[src/rtl/int_muldiv_unit_if.sv]
// Request/response bundle between the datapath control and the
// iterative multiply/divide unit: operands, start/op, MTHI/MTLO writes,
// busy/done/dz status and the HI/LO result registers.
interface int_muldiv_unit_if #(
    parameter int WIDTH = 32
) ();
    logic             start;
    logic [1:0]       op;
    logic [WIDTH-1:0] S;
    logic [WIDTH-1:0] T;
    logic             HI_wr;
    logic             LO_wr;
    logic [WIDTH-1:0] D;
    logic             busy;
    logic             done;
    logic             dz;
    logic [WIDTH-1:0] HI;
    logic [WIDTH-1:0] LO;

    // Control side drives requests and reads status/results.
    modport master (
        output start, op, S, T, HI_wr, LO_wr, D,
        input  busy, done, dz, HI, LO
    );

    // The unit consumes requests and owns status/results.
    modport slave (
        input  start, op, S, T, HI_wr, LO_wr, D,
        output busy, done, dz, HI, LO
    );
endinterface

[src/rtl/int_muldiv_unit.sv]
// Iterative multiply/divide unit with HI/LO registers.
// op: 00 MULT, 01 MULTU, 10 DIV, 11 DIVU. Operands are reduced to
// magnitudes on acceptance, a radix-2 shift-add multiply or restoring
// divide runs for WIDTH steps, and the FIX state sign-corrects the result
// into HI/LO with a one-cycle done pulse (latency WIDTH+1).
// Optional feature macro: MULDIV_DIVZERO_FAST_EN -- when defined, a
// divide by zero skips the iteration, completes one cycle after
// acceptance with dz=1 and leaves HI/LO untouched.
module int_muldiv_unit #(
    parameter int WIDTH = 32
) (
    input  logic              clk,
    input  logic              reset,
    int_muldiv_unit_if.slave  bus
);
    typedef enum logic [1:0] {
        IDLE = 2'd0,
        RUN  = 2'd1,
        FIX  = 2'd2
    } state_t;

    localparam int CW = $clog2(WIDTH + 1);

    state_t           state;
    logic [CW-1:0]    count;
    logic             is_div;
    logic             neg_q;     // product sign for multiply, quotient sign for divide
    logic             neg_r;     // remainder sign follows the dividend
    logic             div_zero;
    logic             skip_wr;
    logic [WIDTH-1:0] acc;       // upper product half / partial remainder
    logic [WIDTH-1:0] lo_acc;    // multiplier bits / dividend bits -> quotient
    logic [WIDTH-1:0] opb;       // multiplicand / divisor magnitude

    logic             s_neg, t_neg, fast_dz;
    logic [WIDTH-1:0] s_mag, t_mag;
    logic [WIDTH:0]   mul_sum, div_shift, div_diff;
    logic [2*WIDTH-1:0] prod_mag, prod_fix;
    logic [WIDTH-1:0] quo_fix, rem_fix;

    // Operand conditioning: signed ops work on magnitudes and remember signs.
    // NOTE: every always_comb output is assigned on every path, so no latches are inferred.
    always_comb begin
        s_neg = ~bus.op[0] & bus.S[WIDTH-1];
        t_neg = ~bus.op[0] & bus.T[WIDTH-1];
        s_mag = s_neg ? -bus.S : bus.S;
        t_mag = t_neg ? -bus.T : bus.T;
    end

    // Divide-by-zero shortcut decision at acceptance time.
`ifdef MULDIV_DIVZERO_FAST_EN
    always_comb fast_dz = bus.op[1] && (bus.T == '0);
`else
    always_comb fast_dz = 1'b0;
`endif

    // One radix-2 step: conditional add for multiply, trial subtract for divide.
    always_comb begin
        mul_sum   = lo_acc[0] ? ({1'b0, acc} + {1'b0, opb}) : {1'b0, acc};
        div_shift = {acc, lo_acc[WIDTH-1]};
        div_diff  = div_shift - {1'b0, opb};
    end

    // Sign correction of the finished magnitudes. With a zero divisor the
    // restoring divide leaves |S| as remainder and all-ones as quotient, so
    // the remainder correction reproduces S for HI.
    always_comb begin
        prod_mag = {acc, lo_acc};
        prod_fix = neg_q ? -prod_mag : prod_mag;
        quo_fix  = neg_q ? -lo_acc : lo_acc;
        rem_fix  = neg_r ? -acc : acc;
    end

    // Control FSM, datapath iteration and registered HI/LO/status outputs.
    // NOTE: sequential state uses non-blocking assignments so all registers update from pre-edge values.
    always_ff @(posedge clk) begin
        if (reset) begin
            state    <= IDLE;
            count    <= '0;
            is_div   <= 1'b0;
            neg_q    <= 1'b0;
            neg_r    <= 1'b0;
            div_zero <= 1'b0;
            skip_wr  <= 1'b0;
            acc      <= '0;
            lo_acc   <= '0;
            opb      <= '0;
            bus.busy <= 1'b0;
            bus.done <= 1'b0;
            bus.dz   <= 1'b0;
            bus.HI   <= '0;
            bus.LO   <= '0;
        end else begin
            bus.done <= 1'b0;
            bus.dz   <= 1'b0;
            case (state)
                IDLE: begin
                    if (bus.HI_wr) bus.HI <= bus.D;
                    if (bus.LO_wr) bus.LO <= bus.D;
                    if (bus.start) begin
                        is_div   <= bus.op[1];
                        neg_q    <= s_neg ^ t_neg;
                        neg_r    <= s_neg;
                        div_zero <= bus.op[1] && (bus.T == '0);
                        skip_wr  <= fast_dz;
                        acc      <= '0;
                        lo_acc   <= s_mag;
                        opb      <= t_mag;
                        count    <= CW'(WIDTH);
                        bus.busy <= 1'b1;
                        state    <= fast_dz ? FIX : RUN;
                    end
                end
                RUN: begin
                    if (is_div) begin
                        if (!div_diff[WIDTH]) begin
                            acc    <= div_diff[WIDTH-1:0];
                            lo_acc <= {lo_acc[WIDTH-2:0], 1'b1};
                        end else begin
                            acc    <= div_shift[WIDTH-1:0];
                            lo_acc <= {lo_acc[WIDTH-2:0], 1'b0};
                        end
                    end else begin
                        acc    <= mul_sum[WIDTH:1];
                        lo_acc <= {mul_sum[0], lo_acc[WIDTH-1:1]};
                    end
                    count <= count - 1'b1;
                    if (count == CW'(1)) state <= FIX;
                end
                FIX: begin
                    if (!skip_wr) begin
                        if (!is_div) begin
                            {bus.HI, bus.LO} <= prod_fix;
                        end else begin
                            bus.HI <= rem_fix;
                            bus.LO <= div_zero ? '1 : quo_fix;
                        end
                    end
                    bus.done <= 1'b1;
                    bus.dz   <= div_zero;
                    bus.busy <= 1'b0;
                    state    <= IDLE;
                end
                default: state <= IDLE;
            endcase
        end
    end
endmodule
[src/flat_wrapper.sv]
// flat-port wrapper written by rule: the top's interface ports become plain ports
module int_muldiv_unit_flat 
#(
    parameter int WIDTH = 32
)
  (clk, reset, bus_start, bus_op, bus_S, bus_T, bus_HI_wr, bus_LO_wr, bus_D, bus_busy, bus_done, bus_dz, bus_HI, bus_LO);
  int_muldiv_unit_if #(.WIDTH(WIDTH)) bus_i ();
  input  logic clk;
  input  logic reset;
  input wire logic [$bits(bus_i.start)-1:0] bus_start;
  input wire logic [$bits(bus_i.op)-1:0] bus_op;
  input wire logic [$bits(bus_i.S)-1:0] bus_S;
  input wire logic [$bits(bus_i.T)-1:0] bus_T;
  input wire logic [$bits(bus_i.HI_wr)-1:0] bus_HI_wr;
  input wire logic [$bits(bus_i.LO_wr)-1:0] bus_LO_wr;
  input wire logic [$bits(bus_i.D)-1:0] bus_D;
  output wire logic [$bits(bus_i.busy)-1:0] bus_busy;
  output wire logic [$bits(bus_i.done)-1:0] bus_done;
  output wire logic [$bits(bus_i.dz)-1:0] bus_dz;
  output wire logic [$bits(bus_i.HI)-1:0] bus_HI;
  output wire logic [$bits(bus_i.LO)-1:0] bus_LO;
  assign bus_i.start = bus_start;
  assign bus_i.op = bus_op;
  assign bus_i.S = bus_S;
  assign bus_i.T = bus_T;
  assign bus_i.HI_wr = bus_HI_wr;
  assign bus_i.LO_wr = bus_LO_wr;
  assign bus_i.D = bus_D;
  assign bus_busy = bus_i.busy;
  assign bus_done = bus_i.done;
  assign bus_dz = bus_i.dz;
  assign bus_HI = bus_i.HI;
  assign bus_LO = bus_i.LO;
  int_muldiv_unit #(.WIDTH(WIDTH)) u_core (.clk(clk), .reset(reset), .bus(bus_i));
endmodule
[config.mk]
export PLATFORM = sky130hd
export DESIGN_NAME = int_muldiv_unit_flat
export DESIGN_NICKNAME = d
export VERILOG_FILES = /design/src/rtl/int_muldiv_unit_if.sv /design/src/rtl/int_muldiv_unit.sv /design/src/flat_wrapper.sv
export SDC_FILE = /design/constraint.sdc
export NUM_CORES = 1
export LEC_CHECK = 0
export CORE_MARGIN = 4
export CORE_UTILIZATION = 35
export CTS_BUF_LIST = sky130_fd_sc_hd__clkbuf_16
export DETAILED_ROUTE_END_ITERATION = 6
export SKIP_CTS_REPAIR_TIMING = 1
export SLEW_MARGIN = 30
export SYNTH_ARGS = -nofsm -noshare
export SYNTH_HDL_FRONTEND = slang
export SYNTH_SLANG_ARGS = --single-unit
[constraint.sdc]
create_clock -name clk -period 5.75 [get_ports clk]
set_clock_uncertainty 0.2 [all_clocks]
set_input_delay 0.575 -clock clk [delete_from_list [all_inputs] [get_ports clk]]
set_output_delay 0.575 -clock clk [all_outputs]
set_load 0.02 [all_outputs]
# After elaboration in Yosys (flattened, before gate mapping)

Index checks and enable logic that the tools add are counted.

Flip-flop bits (word level): 175
Bits of input ports: 103
Output and inout port bits: 67
Word-level logic and storage cells: 75

Add/subtract/negate cells: 8
Equal/unequal tests: 7
Mux-type cells: 29
Bitwise logic cells: 5
Reductions and logical operators: 12

Operators by type and width:

| operator              | count |
|---|---|
| $mux W32              | 14 |
| $pmux W32 S2          | 4 |
| $neg A32 Y32          | 4 |
| $mux W64              | 1 |
| $neg A64 Y64          | 1 |
| $add A32 B32 Y33      | 1 |
| $mux W33              | 1 |
| $sub A33 B32 Y33      | 1 |
| $logic_not A32 Y1     | 1 |
| $pmux W6 S2           | 1 |
| $reduce_and A2 Y1     | 6 |
| $eq A6 B1 Y1 const B  | 1 |
| $mux W6               | 1 |
| $ne A2 B2 Y1 const B  | 3 |
| $sub A6 B1 Y6 const B | 1 |
| $mux W2               | 2 |
| $pmux W2 S2           | 1 |
| $reduce_bool A2 Y1    | 2 |
| $mux W1               | 3 |
| $and A1 B1 Y1         | 2 |
| $eq A2 B1 Y1 const B  | 1 |
| $eq A2 B2 Y1 const B  | 1 |
| $logic_not A2 Y1      | 1 |
| $ne A2 B1 Y1 const B  | 1 |
| 5 further kinds       | 6 |

# Logic depth before layout (Yosys ltp)

Gate-level depths: netlist (run 1).

Depth in word-level cells: 5
Gate-level depth with buffers: 15
Mapped depth without buffers: 13

# Least setup slack after synthesis (run 1)

OpenSTA, ideal clock, no wires.

Kind: register to register
Start: register u_core.acc[0]
End: register u_core.acc[18]
Setup time: 0.117 ns
Arrival: 2.965 ns
Data required time: 5.433 ns
Slack: 2.468 ns
Cell stages (with the launch flop): 15
Path buffers: 3
Clock period less this slack: 3.282 ns
Cells stage by stage: dfxtp_1 clkbuf_1 inv_1 fa_1 nand2b_1 a21oi_1 o211a_1 nor3_2 o31ai_4 a221oi_4 xor2_1 buf_4 buf_6 o211ai_1 a32o_1

Word-level cells in the longest chain between the ends: 4
Elaborated cells on any way between the ends: 6
Classes of those cells: 2 x add/sub; 4 x mux

RTL lines:

| item                                                 | RTL line                                      | source |
|---|---|---|
| start: declaration                                   | int_muldiv_unit.sv:31                         | `logic [WIDTH-1:0] acc;` |
| start signal: assignment                             | int_muldiv_unit.sv:117                        | `acc <= div_diff[WIDTH-1:0];` |
| start signal: assignment                             | int_muldiv_unit.sv:120                        | `acc <= div_shift[WIDTH-1:0];` |
| start signal: assignment                             | int_muldiv_unit.sv:124                        | `acc <= mul_sum[WIDTH:1];` |
| $sub A33 B32 Y33 or $add A32 B32 Y33 (tied branches) | int_muldiv_unit.sv:61, int_muldiv_unit.sv:59  |  |
| $mux W32 or $mux W33 (tied branches)                 | int_muldiv_unit.sv:116, int_muldiv_unit.sv:59 |  |
| $mux W32 *                                           | int_muldiv_unit.sv:115                        | `if (is_div) begin` |
| $pmux W32 S2 *                                       | int_muldiv_unit.sv:96                         | `case (state)` |

Every way passes the cells marked *; elsewhere a longest branch is shown, timed or not.
A chain may end at the register's enable or synchronous reset.

# Worst setup path in the final report (run 1)

Start: register u_core.lo_acc[31]
End: register u_core.acc[16]

Word-level cells in the longest chain between the ends: 4

RTL lines:

| item                     | RTL line               | source |
|---|---|---|
| start: declaration       | int_muldiv_unit.sv:32  | `logic [WIDTH-1:0] lo_acc;` |
| start signal: assignment | int_muldiv_unit.sv:107 | `lo_acc <= s_mag;` |
| start signal: assignment | int_muldiv_unit.sv:118 | `lo_acc <= {lo_acc[WIDTH-2:0], 1'b1};` |
| start signal: assignment | int_muldiv_unit.sv:121 | `lo_acc <= {lo_acc[WIDTH-2:0], 1'b0};` |
| $sub A33 B32 Y33         | int_muldiv_unit.sv:61  | `div_diff = div_shift - {1'b0, opb};` |
| $mux W32                 | int_muldiv_unit.sv:116 | `if (!div_diff[WIDTH]) begin` |
| $mux W32                 | int_muldiv_unit.sv:115 |  |
| $pmux W32 S2             | int_muldiv_unit.sv:96  |  |

No other way between the ends.

==> summary.txt, run 1 <==
Status
  – Run status: finished, final reports clean

Timing
  – Final max-slew violation count: 0
  – Final period utilization: around two thirds
  – Total of endpoints with negative setup slack in the final report: 0
  – Worst-margin pin slew: 0.979 ns
  – Tightest slew margin relative to the limit: 34.5%
  – Final Hold Viols: 0
  – Post-layout minimum cycle time: 3.86 ns
  – Unrepaired setup endpoints after global routing: no
  – Sum of negative setup slack: 0 ns
  – Achievable frequency: 259 MHz
  – Worst Hold Margin: 0.258 ns

Placed design
  – Final HPWL DP: 39500 um
  – Final Wtd Congestion: around 0.96
  – Total of buffers placed on input and output ports: roughly 170
  – Placed Instance Area: 16300 um^2
  – Number of placed instances with taps included: between 2k and 2.5k

Layout
  – Count of nets after finishing: 2162
  – Number of inserted filler cells in the final layout: 4162
  – Sequential cell area: 3510 um^2
  – Non-filler cells in the finished layout: between 2k and 3k
  – Share of final-layout standard cells stronger than drive strength 1: 5.60%
  – Area growth syn-to-layout: 17.7%
  – Fraction of the core area covered by cells at the end of the flow: 42.1%
  – Top library cells by usage in the layout, fill and taps aside: 224 x sky130_fd_sc_hd__nor2_1, 199 x sky130_fd_sc_hd__nand2_1, 186 x sky130_fd_sc_hd__a21oi_1
  – Most frequent standard cell in the layout excluding fill and tap cells: sky130_fd_sc_hd__nor2_1
  – Area of all placed cells without fillers: ~17000 um^2
  – Area of combinational cells with multiple inputs: 10100 um^2

Power and ir drop
  – Part of the total power dissipated in sequential elements: 35.0%
  – Switching part of the total power: 39.0%
  – Clock share of power: 28.3%
  – Internal: 2.55 mW
  – Static Leak: 6.24 nW
  – Net switching component of the power: 1.63 mW
  – Power per unit of standard cell area: approximately 250 nW/um^2
  – Part of the power in combinational logic: a little under two fifths
  – Worst supply voltage drop on vdd: 0.142 mV

Routing
  – Number of optimization iterations in the first detailed-route pass: 5
  – Wire length per cell: 20.2 um
  – Final routed DRC violation total: 0
  – Number of nets with antenna violations after detailed routing: 0
  – Iter 0 DRT Violations: 1337
  – Vias post-DR: 14.6k
  – DR vias/cell: 5.75
  – Total detailed-routing wirelength: 51200 um

Worst setup path
  – Critical Path Fanout Max: 23
  – End of the worst register-to-register path: u_core.acc[16]
  – Data required, critical path: 5.88 ns
  – Kind of cell with the highest combined delay on the critical path: compound AO/OA/AOI/OAI gates
  – Crit path cell chain: inv_1 > ha_1 > fa_1 > nand2b_1 > a21oi_1 > o211a_1 > nor3_2 > o31ai_4 > a221oi_4 > xnor2_2 > buf_4 > mux2_1 > a21oi_1 > o21ai_1
  – Crit start category: flop
  – Sort of element at the end of the critical path: flop
  – CP Buf/Inv Count: 2
  – Minimum setup slack among reg-to-reg paths: about 1.9 ns
  – Critical register-to-register path startpoint: u_core.lo_acc[31]
  – Arrival time at the worst endpoint: 3.99 ns
  – Slowest library cell on the worst path: sky130_fd_sc_hd__dfxtp_1
  – Worst r2r path cells: 14
  – Crit path kind: flop to flop
  – CP dominant cell by count: sky130_fd_sc_hd__a21oi_1
  – Worst stage delay on the critical path: 0.44 ns

Floorplan
  – Rows: 73
  – Die Area: 44400 um^2
  – Initial cell density of the core: 35.8%
  – Die span in x: ~210 um
  – CORE AREA: 40200 um^2
  – Height of the die: 211 um
  – Ports: 170

Synth
  – Synthesized flop and latch total: around 180
  – Post-Syn Instances: 1921
  – Cell variety after synth: between 90 and 100
  – Count of warnings emitted by yosys: 0
  – Dominant cell type by area after synthesis: sky130_fd_sc_hd__dfxtp_1
  – Net count after synthesis: 2096
  – Average cell area after synthesis: 7.48 um^2
  – Post-synth EDFFs: 0
  – Ranking of synthesized cells by area: sky130_fd_sc_hd__dfxtp_1 24%, sky130_fd_sc_hd__xnor2_1 6.9%, sky130_fd_sc_hd__a21oi_1 6.5%, sky130_fd_sc_hd__ha_1 6.1%, sky130_fd_sc_hd__nor2_1 6.0%
  – Proportion of synthesized flip-flops having asynchronous set or reset: 0%
  – Prevailing post-synth register cell: sky130_fd_sc_hd__dfxtp_1
  – Post-synthesis sequential area ratio: 24.4%
  – Mapped Area: 14400 um^2
  – Synth top area share: 24.4%

Clock network
  – Root buffer selected by CTS: sky130_fd_sc_hd__clkbuf_16
  – Clock slew at reported path FFs: 0.08 ns
  – TritonCTS buffer count: 17
  – Latest clock arrival within the worst-skew pair: 0.45 ns
  – CTS Buffer Depth: 2
  – Clock tree from TritonCTS: built
  – Clock tree sinks: 175
  – Number of levels the H-tree was split into: 4

Global routing
  – Total overflow reported by the global router: 0
  – Number of global-route vias before repair: around 14k
  – Global-route wire length before repair: 79200 um
  – Largest net degree at the start of global routing: 95
  – Global-route usage over all layers: 22.3%
  – Initial antenna violation count: 3

Run
  – Number of maximum-capacitance constraint violations: 0

Hold path
  – Class of the most critical hold timing path: flop to flop
  – Hold endpoint: u_core.bus.LO[7]
  – Worst hold path cell count: 2
  – Startpoint of the tightest hold check path: u_core.bus.LO[7]
==> worst min-delay path: stages, from the launching register on <==
cell	delay, ns
sky130_fd_sc_hd__dfxtp_1	0.31
sky130_fd_sc_hd__nand2_1	0.05
sky130_fd_sc_hd__a21oi_1	0.05
==> layout make-up <==
| type | count | area share, % |
|---|---|---|
| diodes | 4 | 0.0592 |
| clock buffers | 17 | 2.51 |
| clock inverters | 15 | 0.887 |
| inverters | 66 | 1.46 |
| multi-input cells | 1540 | 59.7 |
| flip-flops and latches | 175 | 20.7 |
| well taps | 525 | 3.88 |
| repair buffers | 187 | 10.8 |
==> cell families (layout without fill, tap and decap cells) <==
group                      Yosys count  count (layout)  share of synthesized area [%]
muxes                               37              37                           2.65
and+or+nand+nor                    631             631                           20.8
DFF                                175             175                           24.4
adders and majority gates           72              72                           6.37
buffers and inverters              206             285                           5.79
other                                0               4                              0
AOI/OAI and AO/OA                  628             628                           29.5
xor gates and xnor gates           172             172                           10.5
==> how the worst max path moves through the flow <==
stage | start | to | slack, ns | cells past startpoint
global placement | bus_T[0] | u_core.opb[29] | 1.80 | 10
floorplan | u_core.acc[0] | u_core.acc[18] | 2.47 | 14
finish | u_core.lo_acc[31] | u_core.acc[16] | 1.89 | 14
global route | u_core.acc[0] | u_core.acc[31] | 1.62 | 13
CTS | u_core.lo_acc[31] | u_core.acc[16] | 1.92 | 14
detailed placement | bus_T[0] | u_core.opb[29] | 1.78 | 10
==> sequential cells by signal, indices dropped and copies added, names as in the netlist, 2 cells and up <==
signal	flops
u_core.count	6
u_core.acc	32
u_core.bus.LO	32
u_core.bus.HI	32
u_core.lo_acc	32
u_core.opb	32
u_core.state	2
==> power by group through the flow <==
stage          clock [mW]  combinational (mW)  sequential, mW
6_report             1.18                1.53            1.46
5_1_grt              1.25                1.68            1.48
4_1_cts              1.21                1.52            1.46
3_5_place_dp            0                1.51            1.49
3_3_place_gp            0                1.50            1.49
2_1_floorplan           0                1.07            1.45
==> cell usage after synthesis, types with 11 or more instances <==
master	instances
sky130_fd_sc_hd__nand4_1	13
sky130_fd_sc_hd__nand2_1	200
sky130_fd_sc_hd__xnor2_1	113
sky130_fd_sc_hd__o21ai_0	78
sky130_fd_sc_hd__inv_1	65
sky130_fd_sc_hd__mux2i_1	29
sky130_fd_sc_hd__nor4_1	17
sky130_fd_sc_hd__nand3_1	27
sky130_fd_sc_hd__a31oi_1	27
sky130_fd_sc_hd__a22o_1	12
sky130_fd_sc_hd__dfxtp_1	175
sky130_fd_sc_hd__a211oi_1	95
sky130_fd_sc_hd__nor2b_1	25
sky130_fd_sc_hd__o211ai_1	16
sky130_fd_sc_hd__o21ai_1	21
sky130_fd_sc_hd__or3_1	15
sky130_fd_sc_hd__a311oi_1	12
sky130_fd_sc_hd__xor2_1	58
sky130_fd_sc_hd__ha_1	70
sky130_fd_sc_hd__nor3_1	35
sky130_fd_sc_hd__a21o_1	24
sky130_fd_sc_hd__a2111oi_0	12
sky130_fd_sc_hd__o31ai_1	18
sky130_fd_sc_hd__nor2_1	228
sky130_fd_sc_hd__clkbuf_1	110
sky130_fd_sc_hd__buf_1	11
sky130_fd_sc_hd__o221ai_1	29
sky130_fd_sc_hd__a21oi_1	186
==> through the flow <==
stage,total power [mW],setup WS [ns]
3_3_place_gp,2.99,1.80
4_1_cts,4.19,1.92
3_5_place_dp,3.00,1.78
6_report,4.18,1.89
2_1_floorplan,2.52,2.47
5_1_grt,4.41,1.62
==> metal layers <==
metal | vias up | track usage [%] | part of all wire, %
li1 | 7143 | - | -
met1 | 6954 | 32.7 | 48
met2 | 403 | 35.0 | 45
met3 | 50 | 2.12 | 4.5
met4 | 0 | 5.97 | 2.0
met5 | - | 0 | 0
Note: power is estimated with default switching activity, not from simulation.
==> run 2: changes to the inputs <==
Clock period 5.75 ns to 4.05 ns, I/O delays scaled along.
==> run 2 against run 1 <==
Against the previous run:
- cell count up 1.4%
- power rose by 43%
- setup slack got worse by 1.6 ns
- sequential power rose by 40%
- critical path depth did not move
- via count rose by 0.94%
- combinational power is 49% higher
- critical endpoint is now u_core.acc[5]
- critical path type unchanged
- first-iteration DRC count is 12% higher
- non-clock buffer count increased by 39
==> summary.txt, run 2 (synthesized netlist as in run 1, its figures left out) <==
Routing
  – Final routed DRC violation total: 0 (unchanged)
  – Wire length per cell: 20.4 um (was 20.2 um)
  – Number of nets with antenna violations after detailed routing: 0 (unchanged)
  – Vias post-DR: 14.7k (was 14.6k)
  – Total detailed-routing wirelength: 52300 um (was 51200 um)
  – DR vias/cell: 5.73 (was 5.75)
  – Iter 0 DRT Violations: 1501 (was 1337)
  – Number of optimization iterations in the first detailed-route pass: 6 (was 5)

Layout
  – Area growth syn-to-layout: 19.7% (was 17.7%)
  – Fraction of the core area covered by cells at the end of the flow: 42.8% (was 42.1%)
  – Count of nets after finishing: 2201 (was 2162)
  – Number of inserted filler cells in the final layout: 4106 (was 4162)
  – Sequential cell area: 3510 um^2 (unchanged)
  – Area of all placed cells without fillers: 17200 um^2 (was 16900 um^2)
  – Share of final-layout standard cells stronger than drive strength 1: 7.21% (was 5.60%)
  – Most frequent standard cell in the layout excluding fill and tap cells: sky130_fd_sc_hd__nor2_1 (unchanged)
  – Top library cells by usage in the layout, fill and taps aside: 224 x sky130_fd_sc_hd__nor2_1, 200 x sky130_fd_sc_hd__nand2_1, 186 x sky130_fd_sc_hd__a21oi_1 (was 224 x sky130_fd_sc_hd__nor2_1, 199 x sky130_fd_sc_hd__nand2_1, 186 x sky130_fd_sc_hd__a21oi_1)
  – Non-filler cells in the finished layout: 2565 (was 2529)
  – Area of combinational cells with multiple inputs: 10100 um^2 (about the same)

Worst setup path
  – Crit path kind: flop to flop (unchanged)
  – Sort of element at the end of the critical path: flop (unchanged)
  – Critical register-to-register path startpoint: u_core.lo_acc[31] (unchanged)
  – Worst stage delay on the critical path: 0.40 ns (was 0.44 ns)
  – Setup crit start: u_core.lo_acc[31] (unchanged)
  – Critical Path Fanout Max: 20 (was 23)
  – Minimum setup slack among reg-to-reg paths: 0.33 ns (was 1.89 ns)
  – Arrival time at the worst endpoint: 3.91 ns (was 3.99 ns)
  – Data required, critical path: 4.24 ns (was 5.88 ns)
  – Crit path cell chain: inv_1 > ha_1 > fa_1 > nand2b_1 > a21oi_1 > o211a_1 > nor3_2 > o31ai_4 > a221oi_4 > xnor2_2 > buf_4 > nand3_1 > a31oi_1 > a22o_1 (was inv_1 > ha_1 > fa_1 > nand2b_1 > a21oi_1 > o211a_1 > nor3_2 > o31ai_4 > a221oi_4 > xnor2_2 > buf_4 > mux2_1 > a21oi_1 > o21ai_1)
  – Crit start category: flop (unchanged)
  – Slowest library cell on the worst path: sky130_fd_sc_hd__o31ai_4 (was sky130_fd_sc_hd__dfxtp_1)

Status
  – Run status: finished, final reports clean (unchanged)

Timing
  – Setup ws final: 0.331 ns (was 1.89 ns)
  – Achievable frequency: 269 MHz (was 259 MHz)
  – Sum of negative setup slack: 0 ns (unchanged)
  – Post-layout minimum cycle time: 3.72 ns (was 3.86 ns)
  – Tightest slew margin relative to the limit: 34.0% (was 34.5%)
  – Final period utilization: 91.8% (was 67.2%)
  – Final max-slew violation count: 0 (unchanged)
  – Final Hold Viols: 0 (unchanged)
  – Unrepaired setup endpoints after global routing: no (unchanged)
  – Total of endpoints with negative setup slack in the final report: 0 (unchanged)
  – Worst-margin pin slew: 0.988 ns (was 0.979 ns)

Floorplan
  – Initial cell density of the core: 35.8% (unchanged)
  – CORE AREA: 40200 um^2 (unchanged)
  – Die span in x: 211 um (unchanged)
  – Rows: 73 (unchanged)
  – Ports: 170 (unchanged)
  – Die Area: 44400 um^2 (unchanged)
  – Height of the die: 211 um (unchanged)

Clock network
  – CTS Buffer Depth: 2 (unchanged)
  – Clock tree sinks: 175 (unchanged)
  – Number of levels the H-tree was split into: 4 (unchanged)
  – Latest clock arrival within the worst-skew pair: 0.45 ns (about the same)
  – TritonCTS buffer count: 17 (unchanged)
  – Clock slew at reported path FFs: 0.08 ns (about the same)
  – Root buffer selected by CTS: sky130_fd_sc_hd__clkbuf_16 (unchanged)
  – Clock tree from TritonCTS: built (unchanged)

Power and ir drop
  – Worst supply voltage drop on vdd: 0.258 mV (was 0.142 mV)
  – Static Leak: 6.43 nW (was 6.24 nW)
  – Power per unit of standard cell area: 346 nW/um^2 (was 247 nW/um^2)

Placed design
  – Worst slack at placement: 0.321 ns (was 1.78 ns)
  – Final HPWL DP: 40400 um (was 39500 um)
  – Number of placed instances with taps included: 2532 (was 2493)
  – Placed Instance Area: 16600 um^2 (was 16300 um^2)
  – Final Wtd Congestion: 0.977 (was 0.963)
  – Total of buffers placed on input and output ports: 169 (unchanged)

Hold path
  – Startpoint of the tightest hold check path: reset (was u_core.bus.LO[7])
  – Class of the most critical hold timing path: input pin to flop (was flop to flop)

Global routing
  – GR Util met2: 35.6% (was 35.0%)
  – Global-route usage over all layers: 22.5% (was 22.3%)
  – Number of global-route vias before repair: 13.8k (was 13.6k)
  – Largest net degree at the start of global routing: 107 (was 95)
  – Initial antenna violation count: 2 (was 3)
  – Grt peak-use layer: met2 (unchanged)
  – Global-route track usage on met1: 31.8% (was 32.7%)
  – Global-route met3 utilization: 3.62% (was 2.12%)
  – Total overflow reported by the global router: 0 (unchanged)
  – Global-route wire length before repair: 80200 um (was 79200 um)

Run
  – Number of maximum-capacitance constraint violations: 0 (unchanged)
## run 2: worst max-delay path: cells and delay by family (launching register included)
kind,cells,cell delay (ns)
AO/OA/AOI/OAI,6,1.39
flip-flops,1,0.33
XOR/XNOR,1,0.29
adder cells (fa/ha/maj),2,0.61
AND/OR/NAND/NOR,3,0.43
buffers and inverters,2,0.41
## run 2: power by group
| part | internal, mW | switching (mW) |
|---|---|---|
| logic | 0.923 | 1.35 |
| clock network | 0.854 | 0.780 |
| registers | 1.87 | 0.180 |
## run 2: path summary, 6_finish.rpt
kind	end	cells past startpoint
max reg2reg	u_core.acc[5]	14
min reg2reg	u_core.bus.LO[7]	2
min	u_core.lo_acc[1]	2
max	u_core.acc[5]	14
## run 2: cell type report
type	count	share of cell area [%]
diodes	2	0.0291
clock inverters	14	0.785
flip-flops and latches	175	20.4
repair buffers	226	12.4
inverters	66	1.44
multi-input cells	1540	58.6
well taps	525	3.82
clock buffers	17	2.47
## run 2: per-layer routing
metal	vias to the layer above	wire length [um]
met3	55	2800
met2	424	24000
met1	7015	24400
li1	7193	-
met4	0	1130
met5	-	0
## run 2: metrics by stage
step	hold slack, ns	power, mW
2_1_floorplan	0.249	3.57
3_3_place_gp	0.238	4.30
3_5_place_dp	0.243	4.32
4_1_cts	0.181	5.96
5_1_grt	0.201	6.28
6_report	0.192	5.96
